$ cat config.mk
export PLATFORM = sky130hd
export DESIGN_NAME = maxpool_2x2_s2_ctrl
export DESIGN_NICKNAME = d
export VERILOG_FILES = /design/src/rtl/maxpool_2x2_s2_ctrl.sv
export SDC_FILE = /design/constraint.sdc
export NUM_CORES = 1
export LEC_CHECK = 0
export ABC_AREA = 1
export CAP_MARGIN = 5
export CORE_ASPECT_RATIO = 1.1
export CORE_MARGIN = 1.5
export CORE_UTILIZATION = 57
export DETAILED_ROUTE_END_ITERATION = 6
export PLACE_DENSITY = 0.86
export SLEW_MARGIN = 15
export SYNTH_ARGS = -nofsm -noshare
export SYNTH_HDL_FRONTEND = slang
export SYNTH_SLANG_ARGS = --single-unit
$ cat constraint.sdc
create_clock -name clk -period 2.9 [get_ports clk]
set_clock_uncertainty 0.15 [all_clocks]
set_input_delay 0.58 -clock clk [delete_from_list [all_inputs] [get_ports clk]]
set_output_delay 0.58 -clock clk [all_outputs]
set_load 0.005 [all_outputs]
$ cat src/rtl/maxpool_2x2_s2_ctrl.sv
// Stride-2 2x2 max-pool controller: tracks pixel position behind the line buffer,
// keeps windows whose bottom-right pixel sits at odd row/odd column, and emits their signed max.
module maxpool_2x2_s2_ctrl #(
  parameter int ROW_W1 = 16,
  parameter int ROW_W2 = 30,
  parameter int ROW_W3 = 58,
  parameter int ROW_W4 = 114,
  parameter int ROW_W5 = 226,
  parameter int ROW_W6 = 450,
  parameter int CNT_W  = 10
) (
  input  logic        clk,
  input  logic        rst_n,
  input  logic [2:0]  sel,
  input  logic        pix_valid,
  input  logic [31:0] ifm_win2x2_batch,
  output logic [7:0]  pool_out,
  output logic        pool_valid,
  output logic        frame_done,
  output logic        frame_err,
  output logic        busy
);

  typedef enum logic [1:0] {IDLE, RUN, DRAIN} state_t;

  state_t             state_q;
  logic [CNT_W-1:0]   w_q, r_q, c_q;
  logic [1:0]         dcnt_q;
  logic               busy_q, frame_err_q;

  logic               v0_q, l0_q, v1_q, l1_q;
  logic [7:0]         m0_q, m1_q;
  logic [7:0]         pool_out_q;
  logic               pool_valid_q, frame_done_q;

  logic               last_pix_d, keep_d;
  logic [CNT_W-1:0]   w_sel_d;

  function automatic logic [CNT_W-1:0] sel_width(input logic [2:0] s);
    case (s)
      3'd0:    return CNT_W'(ROW_W1);
      3'd1:    return CNT_W'(ROW_W2);
      3'd2:    return CNT_W'(ROW_W3);
      3'd3:    return CNT_W'(ROW_W4);
      3'd4:    return CNT_W'(ROW_W5);
      default: return CNT_W'(ROW_W6);
    endcase
  endfunction

  function automatic logic [7:0] smax(input logic signed [7:0] a, input logic signed [7:0] b);
    return (a > b) ? a : b;
  endfunction

  assign w_sel_d    = sel_width(sel);
  assign last_pix_d = (state_q == RUN) && pix_valid &&
                      (r_q == w_q - 1'b1) && (c_q == w_q - 1'b1);
  // Counters sit at 0 outside RUN, so the first pixel of a frame is never kept.
  assign keep_d     = pix_valid && r_q[0] && c_q[0];

  always_ff @(posedge clk or negedge rst_n) begin
    if (!rst_n) begin
      state_q     <= IDLE;
      w_q         <= '0;
      r_q         <= '0;
      c_q         <= '0;
      dcnt_q      <= '0;
      busy_q      <= 1'b0;
      frame_err_q <= 1'b0;
    end else begin
      case (state_q)
        IDLE: begin
          if (pix_valid) begin
            state_q <= RUN;
            w_q     <= w_sel_d;
            r_q     <= '0;
            c_q     <= CNT_W'(1);
            busy_q  <= 1'b1;
          end
        end
        RUN: begin
          if (!pix_valid) begin
            // Line buffer keeps shifting, so data is already corrupt; just flag it.
            frame_err_q <= 1'b1;
          end else if (last_pix_d) begin
            state_q <= DRAIN;
            r_q     <= '0;
            c_q     <= '0;
            dcnt_q  <= '0;
          end else if (c_q == w_q - 1'b1) begin
            c_q <= '0;
            r_q <= r_q + 1'b1;
          end else begin
            c_q <= c_q + 1'b1;
          end
        end
        DRAIN: begin
          if (pix_valid) begin
            state_q <= RUN;
            w_q     <= w_sel_d;
            r_q     <= '0;
            c_q     <= CNT_W'(1);
          end else if (dcnt_q == 2'd2) begin
            state_q <= IDLE;
            busy_q  <= 1'b0;
          end else begin
            dcnt_q <= dcnt_q + 1'b1;
          end
        end
        default: begin
          state_q <= IDLE;
          busy_q  <= 1'b0;
        end
      endcase
    end
  end

  // End-of-frame marker rides the valid pipeline so overlapping frames stay ordered.
  always_ff @(posedge clk or negedge rst_n) begin
    if (!rst_n) begin
      v0_q         <= 1'b0;
      l0_q         <= 1'b0;
      v1_q         <= 1'b0;
      l1_q         <= 1'b0;
      m0_q         <= '0;
      m1_q         <= '0;
      pool_out_q   <= '0;
      pool_valid_q <= 1'b0;
      frame_done_q <= 1'b0;
    end else begin
      v0_q         <= keep_d;
      l0_q         <= last_pix_d;
      v1_q         <= v0_q;
      l1_q         <= l0_q;
      pool_valid_q <= v1_q;
      frame_done_q <= v1_q && l1_q;
      if (v0_q) begin
        m0_q <= smax(ifm_win2x2_batch[7:0],   ifm_win2x2_batch[15:8]);
        m1_q <= smax(ifm_win2x2_batch[23:16], ifm_win2x2_batch[31:24]);
      end
      if (v1_q) begin
        pool_out_q <= smax(m0_q, m1_q);
      end
    end
  end

  assign pool_out   = pool_out_q;
  assign pool_valid = pool_valid_q;
  assign frame_done = frame_done_q;
  assign frame_err  = frame_err_q;
  assign busy       = busy_q;

endmodule

* Word level (Yosys, flattened, before mapping)
Cells that the tools add are included.
** Storage, ports and cells
- Flip-flop bits (word level) :: 66
- Bits of input ports :: 38
- Output and inout port bits :: 12
- Word-level logic and storage cells :: 90
** Operators by class
- Add/sub/neg operators :: 4
- $lt $le $gt $ge :: 3
- Equal/unequal tests :: 18
- Mux-type cells :: 29
- Bitwise operators :: 2
- Reductions and logical operators :: 18
** Operators by type and width (number)
- 10-bit 2-to-1 mux :: 8
- 9-bit one-hot mux with 5 select lines :: 1
- 10-bit one-hot mux with 2 select lines :: 2
- 8-bit greater-than comparator :: 3
- 8-bit 2-to-1 mux :: 3
- 10-bit by 1-bit adder with 10-bit output (second input constant) :: 2
- 10-bit equality test :: 2
- 2-bit 2-to-1 mux :: 9
- 2-bit inequality test (second input constant) :: 6
- 4-bit AND reduction :: 3
- 10-bit by 1-bit subtractor with 10-bit output (second input constant) :: 1
- 3-bit by 2-bit equality test with 1-bit output (second input constant) :: 2
- 1-bit logical AND :: 6
- 2-bit one-hot mux with 3 select lines :: 1
- 5-bit AND reduction :: 1
- 2-bit equality test (second input constant) :: 2
- 2-bit one-hot mux with 2 select lines :: 1
- 2-bit AND reduction :: 2
- 2-bit nonzero test :: 2
- 3-bit by 1-bit equality test with 1-bit output (second input constant) :: 1
- 3-bit equality test (second input constant) :: 1
- 3-bit logical NOT :: 1
- 1-bit 2-to-1 mux :: 3
- 3-bit by 2-bit inequality test with 1-bit output (second input constant) :: 1
- other kinds (9) :: 10

* Depth between registers and ports, before layout
Gate-level depths: netlist of run 1.
- Word-level depth :: 7
- Mapped depth :: 14
- Mapped depth without buffers :: 14

* Least setup slack after synthesis of run 1
OpenSTA, ideal clock, no wires.
- Path type :: in2reg
- Start :: input port ifm_win2x2_batch[31]
- End :: register m1_q[5]
- Library setup time :: 66 ps
- Arrival :: 2029 ps
- Data required time :: 2684 ps
- Path slack :: 656 ps
- Cell stages on the path :: 10
- Buffers on the path :: 0
- Path through :: inv_1 ha_1 a21oi_1 o21ai_0 a21oi_1 xor2_2 nand2_1 nand2_1 nand3_1 nand2_1
** On the way
- Word-level cells in the longest chain between the ends :: 2
** Ends and longest elaborated chain
- start, declared :: RTL line 16 : input logic [31:0] ifm_win2x2_batch,
- 8-bit greater-than comparator :: RTL line 51 : return (a > b) ? a : b;
- 8-bit 2-to-1 mux :: RTL line 51
- end signal, assigned :: RTL line 138 : m1_q <= smax(ifm_win2x2_batch[23:16], ifm_win2x2_batch[31:24]);
- end, declared :: RTL line 32 : logic [7:0] m0_q, m1_q;
No other way between the ends.
A chain may end at the register's enable or synchronous reset.

* Final worst setup path of run 1
- Start :: register w_q[1]
- End :: register dcnt_q[1]
** On the way
- Word-level cells in the longest chain between the ends :: 6
- Elaborated cells on any way between the ends :: 7
- Those cells by class :: 1 x add/sub; 3 x eq/ne; 3 x reduce/logical
** Ends and longest elaborated chain
- start, declared :: RTL line 27 : logic [CNT_W-1:0] w_q, r_q, c_q;
- start signal, assigned :: RTL line 74 : w_q <= w_sel_d;
- start signal, assigned :: RTL line 99 : w_q <= w_sel_d;
- 10-bit by 1-bit subtractor with 10-bit output (*) :: RTL line 56 : (r_q == w_q - 1'b1) && (c_q == w_q - 1'b1);
- 10-bit equality test :: RTL line 56
- 1-bit logical AND :: RTL line 55 : assign last_pix_d = (state_q == RUN) && pix_valid &&
- 1-bit logical AND (*) :: RTL line 56
- 2-bit inequality test (no line) (*)
- 5-bit AND reduction (no line) (*)
- end signal, assigned :: RTL line 106 : dcnt_q <= dcnt_q + 1'b1;
- end, declared :: RTL line 28 : logic [1:0] dcnt_q;
Every way passes the cells marked *; elsewhere a longest branch is shown, timed or not.

==> results of run 1 <==
[layer usage]
metal	up-vias	routed length, microns	track usage (%)	share of wire [%]
li1	2181	-	-	-
met5	-	0	0	0
met1	2044	4454	34.09	41
met2	177	5456	51.29	50
met4	0	489	16.67	4.5
met3	44	561	3.723	5.1
[power groups by stage]
| stage | registers [uW] | clock network (uW) | logic (uW) |
|---|---|---|---|
| 4_1_cts | 1420 | 899 | 1830 |
| 6_report | 1430 | 888 | 1830 |
| 5_1_grt | 1470 | 944 | 2100 |
| 2_1_floorplan | 1350 | 0 | 1320 |
| 3_3_place_gp | 1430 | 0 | 1710 |
| 3_5_place_dp | 1430 | 0 | 1800 |
[stage by stage]
stage | hold WS (ps) | setup WS [ps] | utilization (%)
floorplan | 134.4 | 655.6 | -
global placement | 185.1 | 165.7 | 67.57
detailed placement | 187.1 | 109.7 | 67.57
CTS | 95.36 | 387.8 | 70.63
global route | 103.1 | 156.4 | 70.63
finish | 81.80 | 351.0 | 70.63
[kinds of logic after synthesis]
logic type | share of synthesized area, %
flops | 36.38
fa+ha+maj | 7.959
xor+xnor | 3.297
compound gates | 6.509
simple gates | 36.13
buf+inv | 9.721
[layout make-up]
class                           count  area [sq um]  area share, %
Clock buffer                       10         137.6          2.607
Clock inverter                      6         91.34          1.730
Inverter                          105         394.1          7.466
Multi-Input combinational cell    464          2372          44.94
Sequential cell                    64          1602          30.34
Tap cell                          105         131.4          2.489
Timing Repair Buffer               56         550.5          10.43
[flip-flops by register name, indices dropped and copies added (netlist names), 2 cells and up]
register / cells
state_q: 2
m0_q: 8
dcnt_q: 2
w_q: 8
pool_out: 8
c_q: 10
m1_q: 8
r_q: 10
[worst max-delay path, delay by kind of cell (launching register included)]
kind                     cells  cell delay, ps
XOR/XNOR                     1             180
adder cells (fa/ha/maj)      1             390
buffers and inverters        1             100
flip-flops                   1             490
AND/OR/NAND/NOR              9            1130
[final timing paths]
check | end | slack [ps] | cells past startpoint
worst max register to register | dcnt_q[1]$_DFFE_PN0P_ | 350 | 12
max in group asynchronous | w_q[1]$_DFFE_PN0P_ | 2250 | 2
worst max-delay path | dcnt_q[1]$_DFFE_PN0P_ | 350 | 12
min in group clk | l1_q$_DFF_PN0_ | 210 | 0
worst min-delay path | m0_q[6]$_DFFE_PN0P_ | 80 | 2
worst min register to register | l1_q$_DFF_PN0_ | 210 | 0
[cells in the final DEF (no fill, tap or decap), drive strengths merged]
master / n
a31o: 1
a21oi: 17
clkdlybuf4s50: 48
o211ai: 1
bufinv: 2
dfrtp: 64
nor3: 7
xnor2: 1
clkinvlp: 3
o21ai: 25
xor2: 13
a31oi: 1
nand2: 189
and2: 1
o22ai: 8
nor4: 1
clkbuf: 10
ha: 28
inv: 104
clkinv: 2
nand3: 105
nand4: 8
buf: 8
nor2: 55
nor3b: 1
nand3b: 1
or2: 1
==> flow_summary.json, run 1 <==
{
  "cp.arrival_ps": 2640,
  "drt-wirelength-per-cell_microns": 13.53,
  "worstSkewPairLatency_ps": 340,
  "h-tree-depth": 3,
  "n_antenna_cell": 0,
  "syn_area_sq_mm": 0.004402,
  "fin_total_pwr_uw": 4153,
  "place_inst": 794,
  "grt_pass1_wl_microns": 18860,
  "place_hpwl_microns": 8451,
  "dr.pass1.iters": 5,
  "grt_max_degree": 65,
  "antenna_violations_before_repair": 0,
  "setup_crit_path_kind": "reg2reg",
  "total_nets_after_synthesis": 706,
  "required_ps": 2990,
  "cts_buffers": 9,
  "pwr_density_cell_mw_per_mm2": 786.8,
  "relSlewSlack_pct": 62.18,
  "timing_worst_slew_pin_value_ps": 567.3,
  "die_height_microns": 95.17,
  "finalHoldViolCount": 0,
  "pin_count": 50,
  "max_freq_mhz": 392.3,
  "crit_path_end_kind": "flip-flop",
  "cts_setup_buffers": 0,
  "detail-route-antenna-nets": 0,
  "cp_max_fo": 6,
  "worst_setup_path_startpoint": "w_q[1]$_DFFE_PN0P_",
  "floorplan.initialDensity_pct": 58.90,
  "synthTopCellsByCount": "183 x sky130_fd_sc_hd__nand2_1, 105 x sky130_fd_sc_hd__nand3_1, 100 x sky130_fd_sc_hd__inv_1",
  "cts_root_buffer": "sky130_fd_sc_hd__clkbuf_8",
  "power.leakage_uw": 0.002780,
  "tns_ps": 0,
  "swShare_pct": 42.42,
  "comb_power_share_pct": 44.2,
  "power_report.internal_total_uw": 2391,
  "crit_path_top_delay_cell": "sky130_fd_sc_hd__dfrtp_1",
  "globalplace.congestion": 0.9917,
  "instances_no_fill": 810,
  "grt-ovfl-total": 0,
  "placement_rows": 33,
  "seq_power_share_pct": 34.4,
  "cts.sink_count": 64,
  "avgViaCountPerCell": 5.489,
  "cell_accounting_for_the_most_synthesized_area": "sky130_fd_sc_hd__dfrtp_1",
  "drt-total-wl_microns": 10960,
  "min_period_over_period_pct": 87.90,
  "yosysWarnings": 0,
  "grt_pass1_vias": 4346,
  "dominantRegCellSynth": "sky130_fd_sc_hd__dfrtp_1",
  "fin_area_sq_mm": 0.005279,
  "synth.yosys.seq_area_share_pct": 36.38,
  "flow.area_growth_from_synthesis_pct": 19.93,
  "worstPathCellList": "inv_2 -> ha_1 -> xor2_1 -> nand2_1 -> nor2_1 -> nand2_1 -> nor2_1 -> nand2_1 -> nor2_1 -> nand3_1 -> nand3_1 -> nand2_1",
  "detailroute.via_count": 4446,
  "synthesized_instance_count": 640,
  "cts-resized-gates": 0,
  "worst_setup_hold_path_clk_slew_ps": 80,
  "critical-path-max-stage-delay_ps": 490,
  "design.final.nets": 766,
  "cts_tree": "built",
  "drcViolationCount": 0,
  "grt_use_total_pct": 29.15,
  "synth-seq-cells": 64,
  "floorplan.die_area_sq_mm": 0.008259,
  "detail_route.iter0.violations": 273,
  "net_switching_component_of_the_power_uw": 1762,
  "timing.critical_path.mode_cell": "sky130_fd_sc_hd__nand2_1",
  "outcome": "finished clean",
  "timing.final.crit_period_ps": 2549,
  "cts.hold.buffers_added": 0,
  "rsz_0062_raised_after_global_routing": "false",
  "finalSetupViolCount": 0,
  "clock_power_share_pct": 21.4,
  "finalMaxSlewViolations": 0,
  "syn-mean-instance-area_sq_um": 6.878,
  "reg2reg_start": "w_q[1]$_DFFE_PN0P_",
  "die-width_microns": 86.79,
  "placed_cell_area_sq_mm": 0.005050,
  "hold_class": "in2async",
  "placeableCoreArea_sq_mm": 0.007473,
  "drive_gt1_share_pct": 6.383,
  "post_synth_main_area_contributors": "sky130_fd_sc_hd__dfrtp_1 36%, sky130_fd_sc_hd__nand2_1 16%, sky130_fd_sc_hd__nand3_1 12%, sky130_fd_sc_hd__inv_1 8.5%, sky130_fd_sc_hd__ha_1 8.0%",
  "synth_enable_flop_cells": 0,
  "top_cell_type_s_share_of_synthesized_area_pct": 36.38,
  "place.port_buffers": 49,
  "yosys.cell_count.top_type": "sky130_fd_sc_hd__nand2_1",
  "ir_worst_vdd_mv": 0.5957,
  "max-cap-violations": 0,
  "yosys_cell_types": 30,
  "crit_path_launch_type": "flip-flop",
  "ys_async_sr_fraction_pct": 100.0,
  "clock_path_buffers": 2,
  "filler_cell_count": 582
}
No activity file was read; power rests on OpenSTA's default activity.
==> run 2, diff against run 1 <==
--- a/config.mk
+++ b/config.mk
@@ -12,6 +12,7 @@
 export CORE_UTILIZATION = 57
 export DETAILED_ROUTE_END_ITERATION = 6
 export PLACE_DENSITY = 0.86
+export SKIP_CTS_REPAIR_TIMING = 1
 export SLEW_MARGIN = 15
 export SYNTH_ARGS = -nofsm -noshare
 export SYNTH_HDL_FRONTEND = slang
==> results of run 2 <==
Final layout, timing and power as in run 1 (identical DEF).
==> run 3, diff against run 2 <==
--- a/config.mk
+++ b/config.mk
@@ -7,11 +7,12 @@
 export LEC_CHECK = 0
 export ABC_AREA = 1
 export CAP_MARGIN = 5
-export CORE_ASPECT_RATIO = 1.1
+export CORE_ASPECT_RATIO = 0.6
 export CORE_MARGIN = 1.5
 export CORE_UTILIZATION = 57
 export DETAILED_ROUTE_END_ITERATION = 6
 export PLACE_DENSITY = 0.86
+export SETUP_SLACK_MARGIN = 0.2
 export SKIP_CTS_REPAIR_TIMING = 1
 export SLEW_MARGIN = 15
 export SYNTH_ARGS = -nofsm -noshare
==> flow_summary.json, run 3 (same netlist as run 1, synthesis figures left out) <==
{
  "worst_setup_path_startpoint": "w_q[1]$_DFFE_PN0P_",
  "grt_pass1_vias": 4084,
  "grt_use_total_pct": 32.81,
  "reg2reg_start": "w_q[1]$_DFFE_PN0P_",
  "die-width_microns": 116.5,
  "clock_path_buffers": 2,
  "crit_path_end_kind": "flip-flop",
  "detailroute.via_count": 4446,
  "r2r_setup_slack_ps": 350,
  "cp.arrival_ps": 2620,
  "seq_power_share_pct": 31.7,
  "finalMaxSlewViolations": 0,
  "design.final.nets": 768,
  "cp_max_fo": 9,
  "dr.pass1.iters": 6,
  "worstPathCellList": "inv_2 -> ha_2 -> xor2_1 -> nand2_1 -> nor2_1 -> nand2_1 -> nor2_1 -> nand2_1 -> nor2_1 -> nand2_2 -> nand3_1 -> nand2_1",
  "clock_power_share_pct": 25.9,
  "worst_setup_hold_path_clk_slew_ps": 60,
  "drive_gt1_share_pct": 7.082,
  "timing.critical_path.mode_cell": "sky130_fd_sc_hd__nand2_1",
  "largest_registers": "c_q x10, r_q x10",
  "fin_total_pwr_uw": 4545,
  "grt_max_degree": 41,
  "ir_worst_vdd_mv": 0.3477,
  "timing.final.crit_period_ps": 2547,
  "placed_cell_area_sq_mm": 0.005056,
  "fin_ws_ps": 353.3,
  "antenna_violations_before_repair": 0,
  "setup.worst_path.end": "r_q[9]$_DFFE_PN0P_",
  "power_report.internal_total_uw": 2686,
  "cts_tree": "built",
  "net_switching_component_of_the_power_uw": 1859,
  "required_ps": 2970,
  "floorplan.die_area_sq_mm": 0.008276,
  "filler_cell_count": 591,
  "relSlewSlack_pct": 56.66,
  "timing_worst_slew_pin_value_ps": 650.1,
  "cts.sink_count": 64,
  "hold_class": "in2async",
  "die_height_microns": 71.07,
  "crit_path_launch_type": "flip-flop",
  "finalSetupViolCount": 0,
  "grt_pass1_wl_microns": 20500,
  "setup_crit_path_kind": "reg2reg",
  "swShare_pct": 40.91,
  "cts_buffers": 9,
  "floorplan.initialDensity_pct": 59.83,
  "flow.area_growth_from_synthesis_pct": 22.91,
  "place.port_buffers": 49,
  "detail-route-antenna-nets": 0,
  "drt-total-wl_microns": 12500,
  "finalHoldViolCount": 0,
  "max-cap-violations": 0,
  "layout.cells.most_common_list": "182 x sky130_fd_sc_hd__nand2_1, 104 x sky130_fd_sc_hd__nand3_1, 100 x sky130_fd_sc_hd__inv_1",
  "rsz_0062_raised_after_global_routing": "false",
  "detail_route.iter0.violations": 465,
  "n_antenna_cell": 0,
  "worstSkewPairLatency_ps": 330,
  "fin_area_sq_mm": 0.005410,
  "place_hpwl_microns": 9739,
  "pwr_density_cell_mw_per_mm2": 840.1,
  "max_freq_mhz": 392.7,
  "worst-r2r-cell-count": 12,
  "min_period_over_period_pct": 87.82,
  "crit_path_top_delay_cell": "sky130_fd_sc_hd__dfrtp_2",
  "final_common_cell": "sky130_fd_sc_hd__nand2_1",
  "globalplace.congestion": 0.9814,
  "grt-ovfl-total": 0,
  "pin_count": 50,
  "power.leakage_uw": 0.002843,
  "comb_power_share_pct": 42.4,
  "tns_ps": 0,
  "h-tree-depth": 3,
  "critical-path-max-stage-delay_ps": 460,
  "avgViaCountPerCell": 5.489,
  "outcome": "finished clean",
  "rr_endpoint": "r_q[9]$_DFFE_PN0P_",
  "drt-wirelength-per-cell_microns": 15.43,
  "placement_rows": 24,
  "layout.core_utilization_pct": 73.54,
  "cts_root_buffer": "sky130_fd_sc_hd__clkbuf_16",
  "dpl_worst_slack_ps": 4.868,
  "placeableCoreArea_sq_mm": 0.007357,
  "drcViolationCount": 0
}
==> run 3: critical path, delay by kind of cell, from the launching register on <==
kind	cells	cell delay, ps
buf+inv	1	90
flops	1	460
simple gates	9	1160
xor+xnor	1	170
fa+ha+maj	1	390
==> run 3: layout make-up <==
class / count / area (sq um) / area share (%)
repair buffers: 58 / 565.5 / 10.45
clock inverters: 3 / 65.06 / 1.203
clock buffers: 12 / 256.5 / 4.741
inverters: 105 / 394.1 / 7.285
flip-flops and latches: 64 / 1603 / 29.63
multi-input cells: 464 / 2396 / 44.29
well taps: 104 / 130.1 / 2.405
==> run 3: layer usage <==
metal  up-vias  track usage, %  share of wire [%]
met4         0           7.046               0.75
li1       2182               -                  -
met3        11           9.426                9.7
met5         -               0                  0
met2       197           43.66                 39
met1      2056           52.05                 51
==> run 3: worst min-delay path by stage <==
stage / cells past startpoint / slack [ps] / startpoint / end
floorplan: 0 / 130 / rst_n / busy$_DFFE_PN0P_
global placement: 0 / 190 / l0_q$_DFF_PN0_ / l1_q$_DFF_PN0_
detailed placement: 0 / 190 / l0_q$_DFF_PN0_ / l1_q$_DFF_PN0_
CTS: 1 / 130 / rst_n / w_q[5]$_DFFE_PN0P_
global route: 1 / 160 / rst_n / w_q[5]$_DFFE_PN0P_
finish: 1 / 110 / rst_n / w_q[5]$_DFFE_PN0P_
==> run 3: per-stage QoR <==
stage                     std cells  hold slack (ps)
after floorplan                 640            134.4
after global placement          794            187.6
after detailed placement        794            190.3
after CTS                       809            128.1
after global routing            810            155.6
final                           810            111.7
==> run 3: power by group through the flow <==
stage	clock network [uW]	registers, uW	logic, uW
floorplan	0	1350	1320
global placement	0	1430	1770
detailed placement	0	1440	1870
CTS	1180	1430	1890
global route	1220	1470	2190
finish	1180	1440	1930
